File: src/rtl/sgdmac_pkg.sv
// Shared types and constants for the scatter-gather DMA read path.
package sgdmac_pkg;

    localparam int CMD_W         = 48;
    localparam int AXI_MAX_BEATS = 16;
    localparam int PAGE_BYTES    = 4096;
    // Wide enough to hold a beat count of 1..AXI_MAX_BEATS.
    localparam int BEATS_W       = $clog2(AXI_MAX_BEATS) + 1;

    // Transfer command as popped from the read command FIFO.
    typedef struct packed {
        logic [31:0] addr;
        logic [15:0] byte_len;
    } sgdmac_cmd_t;

    typedef enum logic [1:0] {
        IDLE,
        CALC,
        ISSUE
    } splitter_state_e;

    function automatic logic [13:0] min_words(input logic [13:0] a, input logic [13:0] b);
        return (a < b) ? a : b;
    endfunction

endpackage

File: src/rtl/sgdmac_space_tracker.sv
// Tracks data FIFO space promised to bursts that are issued but whose data
// has not yet arrived, and tells the splitter whether the next burst fits.
module sgdmac_space_tracker
    import sgdmac_pkg::*;
#(
    parameter int FIFO_DEPTH = 128
) (
    input  logic                         clk,
    input  logic                         rst_n,
    input  logic [$clog2(FIFO_DEPTH):0]  fifo_cnt_i,
    input  logic                         fifo_wren_i,
    input  logic                         issue_i,
    input  logic [BEATS_W-1:0]           beats_i,
    output logic                         space_ok_o,
    output logic                         idle_o
);

    localparam int CNT_W = $clog2(FIFO_DEPTH) + 1;

    logic [CNT_W-1:0] reserved_q;
    logic [CNT_W-1:0] reserved_d;
    logic [CNT_W:0]   free;

    // One extra bit so the subtraction matches the documented unsigned width.
    assign free       = (CNT_W+1)'(FIFO_DEPTH) - (CNT_W+1)'(fifo_cnt_i) - (CNT_W+1)'(reserved_q);
    assign space_ok_o = (free >= (CNT_W+1)'(beats_i));
    assign idle_o     = (reserved_q == '0);

    // Net reservation change: add a newly issued burst, retire one arriving word.
    always_comb begin
        // NOTE: default assigned first so every path drives reserved_d and no latch is inferred.
        reserved_d = reserved_q;
        if (issue_i) begin
            reserved_d = reserved_d + CNT_W'(beats_i);
        end
        if (fifo_wren_i && (reserved_q != '0)) begin
            reserved_d = reserved_d - CNT_W'(1);
        end
    end

    // Reservation counter register.
    always_ff @(posedge clk or negedge rst_n) begin
        // NOTE: non-blocking assignment so all registers update from pre-edge values.
        if (!rst_n) begin
            reserved_q <= '0;
        end else begin
            reserved_q <= reserved_d;
        end
    end

    // A word arriving with nothing reserved means the read engine and this block disagree.
    assert property (@(posedge clk) disable iff (!rst_n) !(fifo_wren_i && (reserved_q == '0)));

endmodule

File: src/rtl/sgdmac_burst_splitter.sv
// Splits one scatter-gather command into AXI read bursts of at most
// MAX_BEATS words that never cross a 4 KB page, issuing each burst only
// when the data FIFO has room for all of its beats.
module sgdmac_burst_splitter
    import sgdmac_pkg::*;
#(
    parameter int FIFO_DEPTH = 128,
    parameter int MAX_BEATS  = 16
) (
    input  logic                         clk,
    input  logic                         rst_n,
    input  logic                         cmd_valid_i,
    output logic                         cmd_ready_o,
    input  logic [CMD_W-1:0]             cmd_i,
    output logic                         burst_valid_o,
    input  logic                         burst_ready_i,
    output logic [31:0]                  burst_addr_o,
    output logic [3:0]                   burst_len_o,
    output logic                         burst_last_o,
    input  logic [$clog2(FIFO_DEPTH):0]  fifo_cnt_i,
    input  logic                         fifo_wren_i,
    output logic                         done_o
);

    sgdmac_cmd_t     cmd;
    splitter_state_e state_q;
    splitter_state_e state_d;

    logic [31:0]        addr_q;
    logic [13:0]        remaining_q;
    logic [3:0]         len_q;
    logic               last_q;
    logic [BEATS_W-1:0] beats;
    logic [13:0]        page_words;
    logic [13:0]        calc_beats;
    logic               burst_hs;
    logic               space_ok;
    logic               no_reservation;
    logic               unused_cmd_bits;

    assign cmd             = sgdmac_cmd_t'(cmd_i);
    // Sub-word address and length bits are dropped; transfers are whole words.
    assign unused_cmd_bits = ^{cmd.addr[1:0], cmd.byte_len[1:0]};

    assign beats      = BEATS_W'(len_q) + BEATS_W'(1);
    // Words left before the next 4 KB boundary; at least 1 since addr is word aligned.
    assign page_words = 14'(PAGE_BYTES / 4) - 14'(addr_q[11:2]);
    assign calc_beats = min_words(min_words(remaining_q, 14'(MAX_BEATS)), page_words);
    assign burst_hs   = burst_valid_o && burst_ready_i;

    assign burst_addr_o = addr_q;
    assign burst_len_o  = len_q;
    assign burst_last_o = last_q;
    assign done_o       = (state_q == IDLE) && no_reservation && !cmd_valid_i;

    sgdmac_space_tracker #(
        .FIFO_DEPTH (FIFO_DEPTH)
    ) u_space_tracker (
        .clk         (clk),
        .rst_n       (rst_n),
        .fifo_cnt_i  (fifo_cnt_i),
        .fifo_wren_i (fifo_wren_i),
        .issue_i     (burst_hs),
        .beats_i     (beats),
        .space_ok_o  (space_ok),
        .idle_o      (no_reservation)
    );

    // FSM state register.
    always_ff @(posedge clk or negedge rst_n) begin
        if (!rst_n) begin
            state_q <= IDLE;
        end else begin
            state_q <= state_d;
        end
    end

    // Next state and handshake outputs; valid depends only on registered state and space.
    always_comb begin
        state_d       = state_q;
        cmd_ready_o   = 1'b0;
        burst_valid_o = 1'b0;
        case (state_q)
            IDLE: begin
                cmd_ready_o = 1'b1;
                if (cmd_valid_i && (cmd.byte_len[15:2] != '0)) begin
                    state_d = CALC;
                end
            end
            CALC: begin
                state_d = ISSUE;
            end
            ISSUE: begin
                burst_valid_o = space_ok;
                if (space_ok && burst_ready_i) begin
                    state_d = last_q ? IDLE : CALC;
                end
            end
            default: begin
                state_d = IDLE;
            end
        endcase
    end

    // Command latch, burst sizing and progress through the transfer.
    always_ff @(posedge clk or negedge rst_n) begin
        if (!rst_n) begin
            addr_q      <= '0;
            remaining_q <= '0;
            len_q       <= '0;
            last_q      <= 1'b0;
        end else begin
            case (state_q)
                IDLE: begin
                    if (cmd_valid_i) begin
                        addr_q      <= {cmd.addr[31:2], 2'b00};
                        remaining_q <= cmd.byte_len[15:2];
                    end
                end
                CALC: begin
                    len_q  <= 4'(calc_beats - 14'd1);
                    last_q <= (calc_beats == remaining_q);
                end
                ISSUE: begin
                    if (burst_hs) begin
                        addr_q      <= addr_q + 32'({beats, 2'b00});
                        remaining_q <= remaining_q - 14'(beats);
                    end
                end
                default: begin
                end
            endcase
        end
    end

endmodule

File: config.mk
export PLATFORM = sky130hd
export DESIGN_NAME = sgdmac_burst_splitter
export DESIGN_NICKNAME = d
export VERILOG_FILES = /design/src/rtl/sgdmac_pkg.sv /design/src/rtl/sgdmac_space_tracker.sv /design/src/rtl/sgdmac_burst_splitter.sv
export SDC_FILE = /design/constraint.sdc
export NUM_CORES = 1
export LEC_CHECK = 0
export CORE_UTILIZATION = 59
export DETAILED_ROUTE_END_ITERATION = 10
export DONT_BUFFER_PORTS = 1
export PLACE_DENSITY_LB_ADDON = 0.15
export SLEW_MARGIN = 20
export SYNTH_ARGS = -nofsm -noshare
export SYNTH_HDL_FRONTEND = slang
export SYNTH_HIERARCHICAL = 1
export SYNTH_SLANG_ARGS = --single-unit
File: constraint.sdc
create_clock -name clk -period 3.7 [get_ports clk]
set_input_delay 0.74 -clock clk [delete_from_list [all_inputs] [get_ports clk]]
set_output_delay 0.74 -clock clk [all_outputs]
set_load 0.01 [all_outputs]
# --- After elaboration in Yosys (flattened, before gate mapping) ---
# Index checks and enable logic that the tools add are counted.
totals:
  reg_bits: 61
  wordCells: 55
  input_bits: 61
op_classes:
  add_sub_neg: 9
  eq_ne: 7
  reduce_logical: 14
  muxes: 16
  n_lt_le_gt_ge: 3
ops:
  columns: ["cell", "count"]
  rows:
  - ["32-bit 2-to-1 mux", 2]
  - ["32-bit case mux with 2 select lines", 1]
  - ["14-bit 2-to-1 mux", 4]
  - ["32-bit by 7-bit adder with 32-bit output", 1]
  - ["14-bit case mux with 2 select lines", 1]
  - ["8-bit 2-to-1 mux", 2]
  - ["14-bit == test", 1]
  - ["14-bit < comparator", 1]
  - ["14-bit by 5-bit < comparator with 1-bit output, second input constant", 1]
  - ["14-bit nonzero test", 1]
  - ["14-bit by 5-bit subtractor with 14-bit output", 1]
  - ["11-bit by 10-bit subtractor with 12-bit output, first input constant", 1]
  - ["9-bit by 5-bit >= comparator with 1-bit output", 1]
  - ["8-bit by 8-bit subtractor with 9-bit output, first input constant", 1]
  - ["9-bit by 8-bit subtractor with 9-bit output", 1]
  - ["8-bit by 5-bit adder with 8-bit output", 1]
  - ["8-bit logical NOT", 1]
  - ["8-bit nonzero test", 1]
  - ["8-bit by 1-bit subtractor with 8-bit output, second input constant", 1]
  - ["1-bit logical AND", 6]
  - ["2-bit inequality test, second input constant", 3]
  - ["2-bit case mux with 3 select lines", 1]
  - ["4-bit by 1-bit adder with 5-bit output, second input constant", 1]
  - ["2-bit 2-to-1 mux", 2]
  - ["other kinds (10)", 12]

# --- Longest topological paths before layout ---
depth:
  word_depth: 8
  ltp_mapped: 21
  ltp_nobuf: 19

# --- By module ---
# The synthesis kept the hierarchy.
modules_own_cells:
  columns: ["module", "cells_per_inst", "area_per_inst_um2", "instances"]
  rows:
  - ["sgdmac_burst_splitter", 504, 4071.4, 1]
  - ["sgdmac_space_tracker", 149, 1283.7, 1]

# --- Least setup slack after synthesis ---
# Ideal clock, no wire load.
synth_path:
  kind: "input to register"
  from: "in fifo_cnt_i[1]"
  to: "reg u_space_tracker.reserved_q[4]"
  t_required_ps: 3576
  setup_time_ps: 124
  path_buffers: 2
  slack_ps: -382
  stages: 21
  t_arrival_ps: 3957
  cell_sequence: "ha_1 > inv_1 > ha_1 > inv_1 > fa_1 > inv_1 > ha_1 > a21oi_1 > nor2b_1 > o21ai_0 > nand4_1 > nand2_1 > nor2_1 > buf_2 > buf_2 > mux2i_1 > ha_1 > nand3_1 > or3_1 > nand3_1 > o21ai_1"
synth_between:
  elab_chain_cells: 8
synth_rtl:
  columns: ["item", "line", "source"]
  rows:
  - ["start, declared", "sgdmac_burst_splitter.sv:20", "input logic [$clog2(FIFO_DEPTH):0] fifo_cnt_i,"]
  - ["8-bit by 8-bit subtractor with 9-bit output *", "sgdmac_space_tracker.sv:25", "assign free = (CNT_W+1)'(FIFO_DEPTH) - (CNT_W+1)'(fifo_cnt_i) - (CNT_W+1)'(reserved_q);"]
  - ["9-bit by 8-bit subtractor with 9-bit output *", "sgdmac_space_tracker.sv:25", null]
  - ["9-bit by 5-bit >= comparator with 1-bit output *", "sgdmac_space_tracker.sv:26", "assign space_ok_o = (free >= (CNT_W+1)'(beats_i));"]
  - ["net space_ok", "sgdmac_burst_splitter.sv:37", "logic space_ok;"]
  - ["1-bit 2-to-1 mux *", "sgdmac_burst_splitter.sv:83", "case (state_q)"]
  - ["1-bit logical AND *", "sgdmac_burst_splitter.sv:49", "assign burst_hs = burst_valid_o && burst_ready_i;"]
  - ["net burst_hs", "sgdmac_burst_splitter.sv:36", "logic burst_hs;"]
  - ["8-bit 2-to-1 mux *", "sgdmac_space_tracker.sv:33", "if (issue_i) begin"]
  - ["8-bit by 1-bit subtractor with 8-bit output", "sgdmac_space_tracker.sv:37", "reserved_d = reserved_d - CNT_W'(1);"]
  - ["8-bit 2-to-1 mux *", "sgdmac_space_tracker.sv:36", "if (fifo_wren_i && (reserved_q != '0)) begin"]
  - ["net u_space_tracker.reserved_d[4]", "sgdmac_space_tracker.sv:21", "logic [CNT_W-1:0] reserved_d;"]
  - ["end signal, assigned", "sgdmac_space_tracker.sv:47", "reserved_q <= reserved_d;"]
  - ["end, declared", "sgdmac_space_tracker.sv:20", "logic [CNT_W-1:0] reserved_q;"]
# Mark *: on every way through the listed nets, which the timed path passes. The rest lies on a longest branch.
# A chain may end at the register's enable or synchronous reset.

# --- Worst setup path in the final report ---
layout_path:
  from: "reg u_space_tracker.reserved_q[1]"
  to: "reg u_space_tracker.reserved_q[4]"
layout_between:
  elab_chain_cells: 7
  word_cells_on_any_way: 10
  cone_classes: "add/sub: 3; order compare: 1; mux: 3; reduce/logical: 3"
layout_rtl:
  columns: ["item", "line"]
  rows:
  - ["9-bit by 8-bit subtractor with 9-bit output *", "sgdmac_space_tracker.sv:25"]
  - ["9-bit by 5-bit >= comparator with 1-bit output *", "sgdmac_space_tracker.sv:26"]
  - ["net space_ok", "sgdmac_burst_splitter.sv:37"]
  - ["1-bit 2-to-1 mux *", "sgdmac_burst_splitter.sv:83"]
  - ["1-bit logical AND *", "sgdmac_burst_splitter.sv:49"]
  - ["net burst_hs", "sgdmac_burst_splitter.sv:36"]
  - ["8-bit 2-to-1 mux *", "sgdmac_space_tracker.sv:33"]
  - ["8-bit by 1-bit subtractor with 8-bit output", "sgdmac_space_tracker.sv:37"]
  - ["8-bit 2-to-1 mux *", "sgdmac_space_tracker.sv:36"]
  - ["net u_space_tracker.reserved_d[4]", "sgdmac_space_tracker.sv:21"]
# Marked as above.

==> results list <==
- For this run, the share of the core covered by cells in the final layout is 0.704.
* Slew at the pin closest to its max-slew limit: 768 ps
- For the worst setup path, the data required time is 3930 ps.
- Of all flip-flops after synthesis, the portion carrying an async set or reset was 1.00.
- Entering global routing, the biggest net connects 60 pins.
- Setup violations remaining at the end of the flow were counted as 1.
* Commonest register cell after synthesis: sky130_fd_sc_hd__dfrtp_1
- Number of buffers inserted during clock tree synthesis: 9
- Reg power frac: 0.232
- The critical path is of the register to register type.
- Counting the fill cells in the layout gives 686.
- The max-slew violation count was 0.
- Number of buffers added on ports: 0
- The number of antenna diodes in the final layout is 0.
- Aggregate global-route resource usage: 0.304
- After synthesis, the largest family of logic cells by area is compound AO/OA/AOI/OAI gates.
- During synthesis, Yosys emitted a total of 6 warnings.
- The first global-routing pass estimated 23300 um of wire.
- Post-synthesis cell count: 653
- The count of nets left with antenna violations once routing finished came out at 0.
- The initial antenna violation count came to 0.
- STA classifies the critical path endpoint as a register.
* Max FO, Critical Path: 6
- The hold violation total from the final report came to 0.
- The routed design could run at a clock period as short as 3740 ps.
- R2R depth: 20
- Worst-case clock buffer depth: 2
- The post-synthesis compound-gate area fraction was 0.235.
* Post-Place Cells: 770
- For this run the aggregate overflow at the end of global routing stands at 0.
- Failing checks: negative setup slack
* TritonCTS clock tree: done
* Total number of clock tree sinks: 59
- For the final database, setup skew stands at 13.5 ps.
- Of the total synthesized cell area, the portion taken by AND, OR, NAND and NOR gates is 0.214.
- For this design the top-level I/O count stands at 101.
* Peak ir drop on the vdd network: 0.404 mV
- Max-cap violations in this run came to 0.
* Switching share of power: 0.493
- Total number of vias: 5033
* Int Pwr: 3.35 mW
- Clock-pin slew was measured on the worst setup and hold paths at 80 ps.
- RSZ-0062 raised after global routing: yes
* Ordered list of cells on the worst path: ha_4, inv_2, ha_4, inv_2, fa_2, inv_2, ha_4, a21oi_2, nor2b_1, o21ai_1, nand4_1, nand2_1, nor2_2, buf_6, buf_6, mux2i_4, nand3_4, or3_1, nand3_1, o21ai_1
- Switching power total: 3.26 mW
* Kind of path behind the tightest hold check: primary input to asynchronous set/reset pin
* Adder and majority cell fraction of the synthesized area: 0.131
* Worst-case headroom to the max-slew limit: 0.484
* Multiplexer share of the synthesized area: 0.0199
* Summed instance area of the synthesized netlist: 5360 um^2
- Distinct cell type count after synthesis: 77
* Proportion of power drawn by the clock network: 0.103
- A synthesized cell averages 8.20 um^2.
- First DRT Iteration DRCs: 325
- The multi-input combinational cells in the finished layout cover a total of 3760 um^2.
* Portion of the post-synthesis area used by sequential elements: 0.276
* Height of the chip: 97.3 um
- The via count of the first global-routing pass is 4828.
* Launching element type of the critical path: register
- Starting density of the core: 0.611
* Number of non-filler instances in the completed layout: 798
- Slowest library cell on the worst path: sky130_fd_sc_hd__fa_2
- P per Cell Area: 1070 nW/um^2
- Post-synthesis sequential element count: 59
- Area used by sequential logic in the layout: 1480 um^2
* Wire length after detailed routing: 14400 um
- Status: complete, but fails checks
* Average wire per cell in the routed design: 18.0 um
- P&R area growth vs syn: 15.1%
* Number of placement rows: 34
- The worst register-to-register path ends at u_space_tracker/reserved_q[4]$_DFF_PN0_.
* CP max stage delay: 530 ps
- After floorplanning, the core was sized to cover 8760 um^2.
- Of the cells placed in the final design, the portion with a size suffix greater than 1 is 0.165.
* Total iterations of the first detailed-routing run: 5
- The synthesized design contains 0 enable-type register cells.
- Of the total synthesized cell area, the portion taken by XOR and XNOR cells is 0.0638.
* Die Footprint: 9460 um^2
- Number of vias per cell after detailed routing: 6.31
- R2R setup slack: -40 ps
- The worst register-to-register path begins at u_space_tracker/reserved_q[1]$_DFF_PN0_.
- Fmax: 0.268 GHz
- The H-tree generated during clock tree synthesis spans 3 levels.
- Clock Root Buffer: sky130_fd_sc_hd__clkbuf_8
* # DRC: 0
- The die is 97.3 um wide.
- In this run, post-CTS hold repair placed 0 buffers.
- Setup ws final: -35.7 ps
* Nets@finish: 799
- The analysis attributes to cell leakage a power of 2.68 nW.
- Part of the total power dissipated in combinational logic: 0.665
* Clk_lat worst skew: 360 ps
* Placer congestion estimate: 0.904
* Crit path DAT: 3960 ps
* HPWL Detailed: 10500 um
- Of the available clock period, the critical path in the final layout requires 1.01.
sequential cells by signal, indices dropped and copies added (netlist names):
| name | flops |
|---|---|
| remaining_q | 14 |
| burst_last_o | 1 |
| u_space_tracker/reserved_q | 8 |
| burst_addr_o | 30 |
| state_q | 2 |
| burst_len_o | 4 |
metal layers:
metal / global-route usage / share of wire / up-vias
met1: 0.402 / 0.43 / 2398
met5: 0 / 0 / -
met3: 0.0640 / 0.069 / 27
li1: - / - / 2425
met2: 0.492 / 0.47 / 183
met4: 0.106 / 0.022 / 0
worst max-delay path: cells and delay by family (launching register included):
family | cells | cell delay, ps
DFF | 1 | 410
buffers and inverters | 5 | 410
adders and majority gates | 4 | 1120
AOI/OAI and AO/OA | 3 | 210
muxes | 1 | 300
and+or+nand+nor | 7 | 1120
cells in the mapped netlist, types with 3 or more instances:
master / number / area [um^2]
sky130_fd_sc_hd__a22oi_1: 7 / 52.6
sky130_fd_sc_hd__o21ai_0: 48 / 240
sky130_fd_sc_hd__and2_1: 4 / 25.0
sky130_fd_sc_hd__or3_1: 5 / 31.3
sky130_fd_sc_hd__a21oi_1: 54 / 270
sky130_fd_sc_hd__nor2_1: 41 / 154
sky130_fd_sc_hd__buf_1: 4 / 15.0
sky130_fd_sc_hd__buf_2: 3 / 15.0
sky130_fd_sc_hd__a2bb2oi_1: 14 / 123
sky130_fd_sc_hd__clkbuf_1: 23 / 86.3
sky130_fd_sc_hd__a31o_2: 4 / 35.0
sky130_fd_sc_hd__nand3_1: 29 / 145
sky130_fd_sc_hd__ha_1: 49 / 613
sky130_fd_sc_hd__xnor2_1: 24 / 210
sky130_fd_sc_hd__nor4_1: 11 / 68.8
sky130_fd_sc_hd__o21ai_1: 4 / 20.0
sky130_fd_sc_hd__nand2b_1: 8 / 50.1
sky130_fd_sc_hd__o32ai_1: 4 / 35.0
sky130_fd_sc_hd__nand2_1: 54 / 203
sky130_fd_sc_hd__mux2_2: 3 / 33.8
sky130_fd_sc_hd__a31oi_1: 7 / 43.8
sky130_fd_sc_hd__a21o_1: 12 / 90.1
sky130_fd_sc_hd__o22ai_1: 15 / 93.8
sky130_fd_sc_hd__nor3_1: 13 / 65.1
sky130_fd_sc_hd__fa_1: 4 / 80.1
sky130_fd_sc_hd__nand3b_1: 3 / 22.5
sky130_fd_sc_hd__mux2i_1: 5 / 50.1
sky130_fd_sc_hd__xor2_1: 15 / 131
sky130_fd_sc_hd__and3_1: 9 / 56.3
sky130_fd_sc_hd__inv_1: 47 / 176
sky130_fd_sc_hd__nand4_1: 5 / 31.3
sky130_fd_sc_hd__dfrtp_1: 59 / 1480
sky130_fd_sc_hd__nor2b_1: 9 / 56.3
power by group through the flow:
stage / Combinational (mW) / Sequential [mW] / Clock, mW
after floorplan: 3.09 / 1.39 / 0
after global placement: 3.87 / 1.52 / 0
after detailed placement: 4.03 / 1.54 / 0
after CTS: 4.08 / 1.53 / 0.688
after global routing: 4.87 / 1.59 / 0.719
final: 4.39 / 1.53 / 0.681
final cells by class:
type / count / area share
Tap cell: 108 / 0.0219
Clock inverter: 6 / 0.0144
Sequential cell: 59 / 0.239
Inverter: 47 / 0.0286
Clock buffer: 10 / 0.0223
Multi-Input combinational cell: 520 / 0.610
Timing Repair Buffer: 48 / 0.0637
layout by cell type (no fill, tap or decap), drive strengths merged, types with 6 or more instances in the layout:
master   netlist  routed
nor3          15      15
and3           9       9
conb           1       8
nor2b          9       9
o21ai         52      52
ha            49      49
a31oi          7       7
a21oi         54      54
mux2i          6       6
xnor2         24      24
o22ai         15      15
nand2b         8       8
nand4          6       6
buf           10      48
clkbuf        24      10
a22oi          7       7
or3            6       6
a2bb2oi       14      14
xor2          15      15
inv           47      47
nor2          41      41
dfrtp         59      59
nor4          13      13
a21o          12      12
nand2         54      54
nand3         30      30
through the flow:
step	power [mW]	area (um^2)	setup TNS [ps]	setup WS [ps]	hold WS, ps
finish	6.61	6170	-35.7	-35.7	72.0
global route	7.18	6170	-447	-197	59.0
CTS	6.30	5970	0	14.7	65.8
detailed placement	5.57	5720	-1120	-305	446
global placement	5.38	5720	-793	-227	446
floorplan	4.48	5430	-214	-160	444
worst max path at each step:
stage | from | to | slack [ps] | depth (start not counted)
floorplan | fifo_cnt_i[1] | u_space_tracker/reserved_q[4]$_DFF_PN0_ | -160 | 21
global placement | fifo_cnt_i[1] | u_space_tracker/reserved_q[4]$_DFF_PN0_ | -230 | 20
detailed placement | fifo_cnt_i[0] | u_space_tracker/reserved_q[4]$_DFF_PN0_ | -300 | 20
CTS | u_space_tracker/reserved_q[1]$_DFF_PN0_ | u_space_tracker/reserved_q[4]$_DFF_PN0_ | 10 | 20
global route | u_space_tracker/reserved_q[1]$_DFF_PN0_ | u_space_tracker/reserved_q[4]$_DFF_PN0_ | -200 | 20
finish | u_space_tracker/reserved_q[1]$_DFF_PN0_ | u_space_tracker/reserved_q[4]$_DFF_PN0_ | -40 | 20
what timing repair did:
| action | 4_1_cts | 5_1_grt |
|---|---|---|
| pin swaps | 4 | 18 |
| buffers inserted | 3 | 9 |
| setup endpoints to repair | 2 | 10 |
| resized for setup | 0 | 24 |
kinds of logic (layout without fill, tap and decap cells):
| kind of cell | count (synthesis) | after routing |
|---|---|---|
| flip-flops | 59 | 59 |
| other | 1 | 8 |
| AO/OA/AOI/OAI | 197 | 197 |
| buffers and inverters | 81 | 111 |
| XOR/XNOR | 39 | 39 |
| multiplexers | 9 | 9 |
| adder cells (fa/ha/maj) | 54 | 54 |
| AND/OR/NAND/NOR | 213 | 213 |
Note: power is estimated with default switching activity, not from simulation.
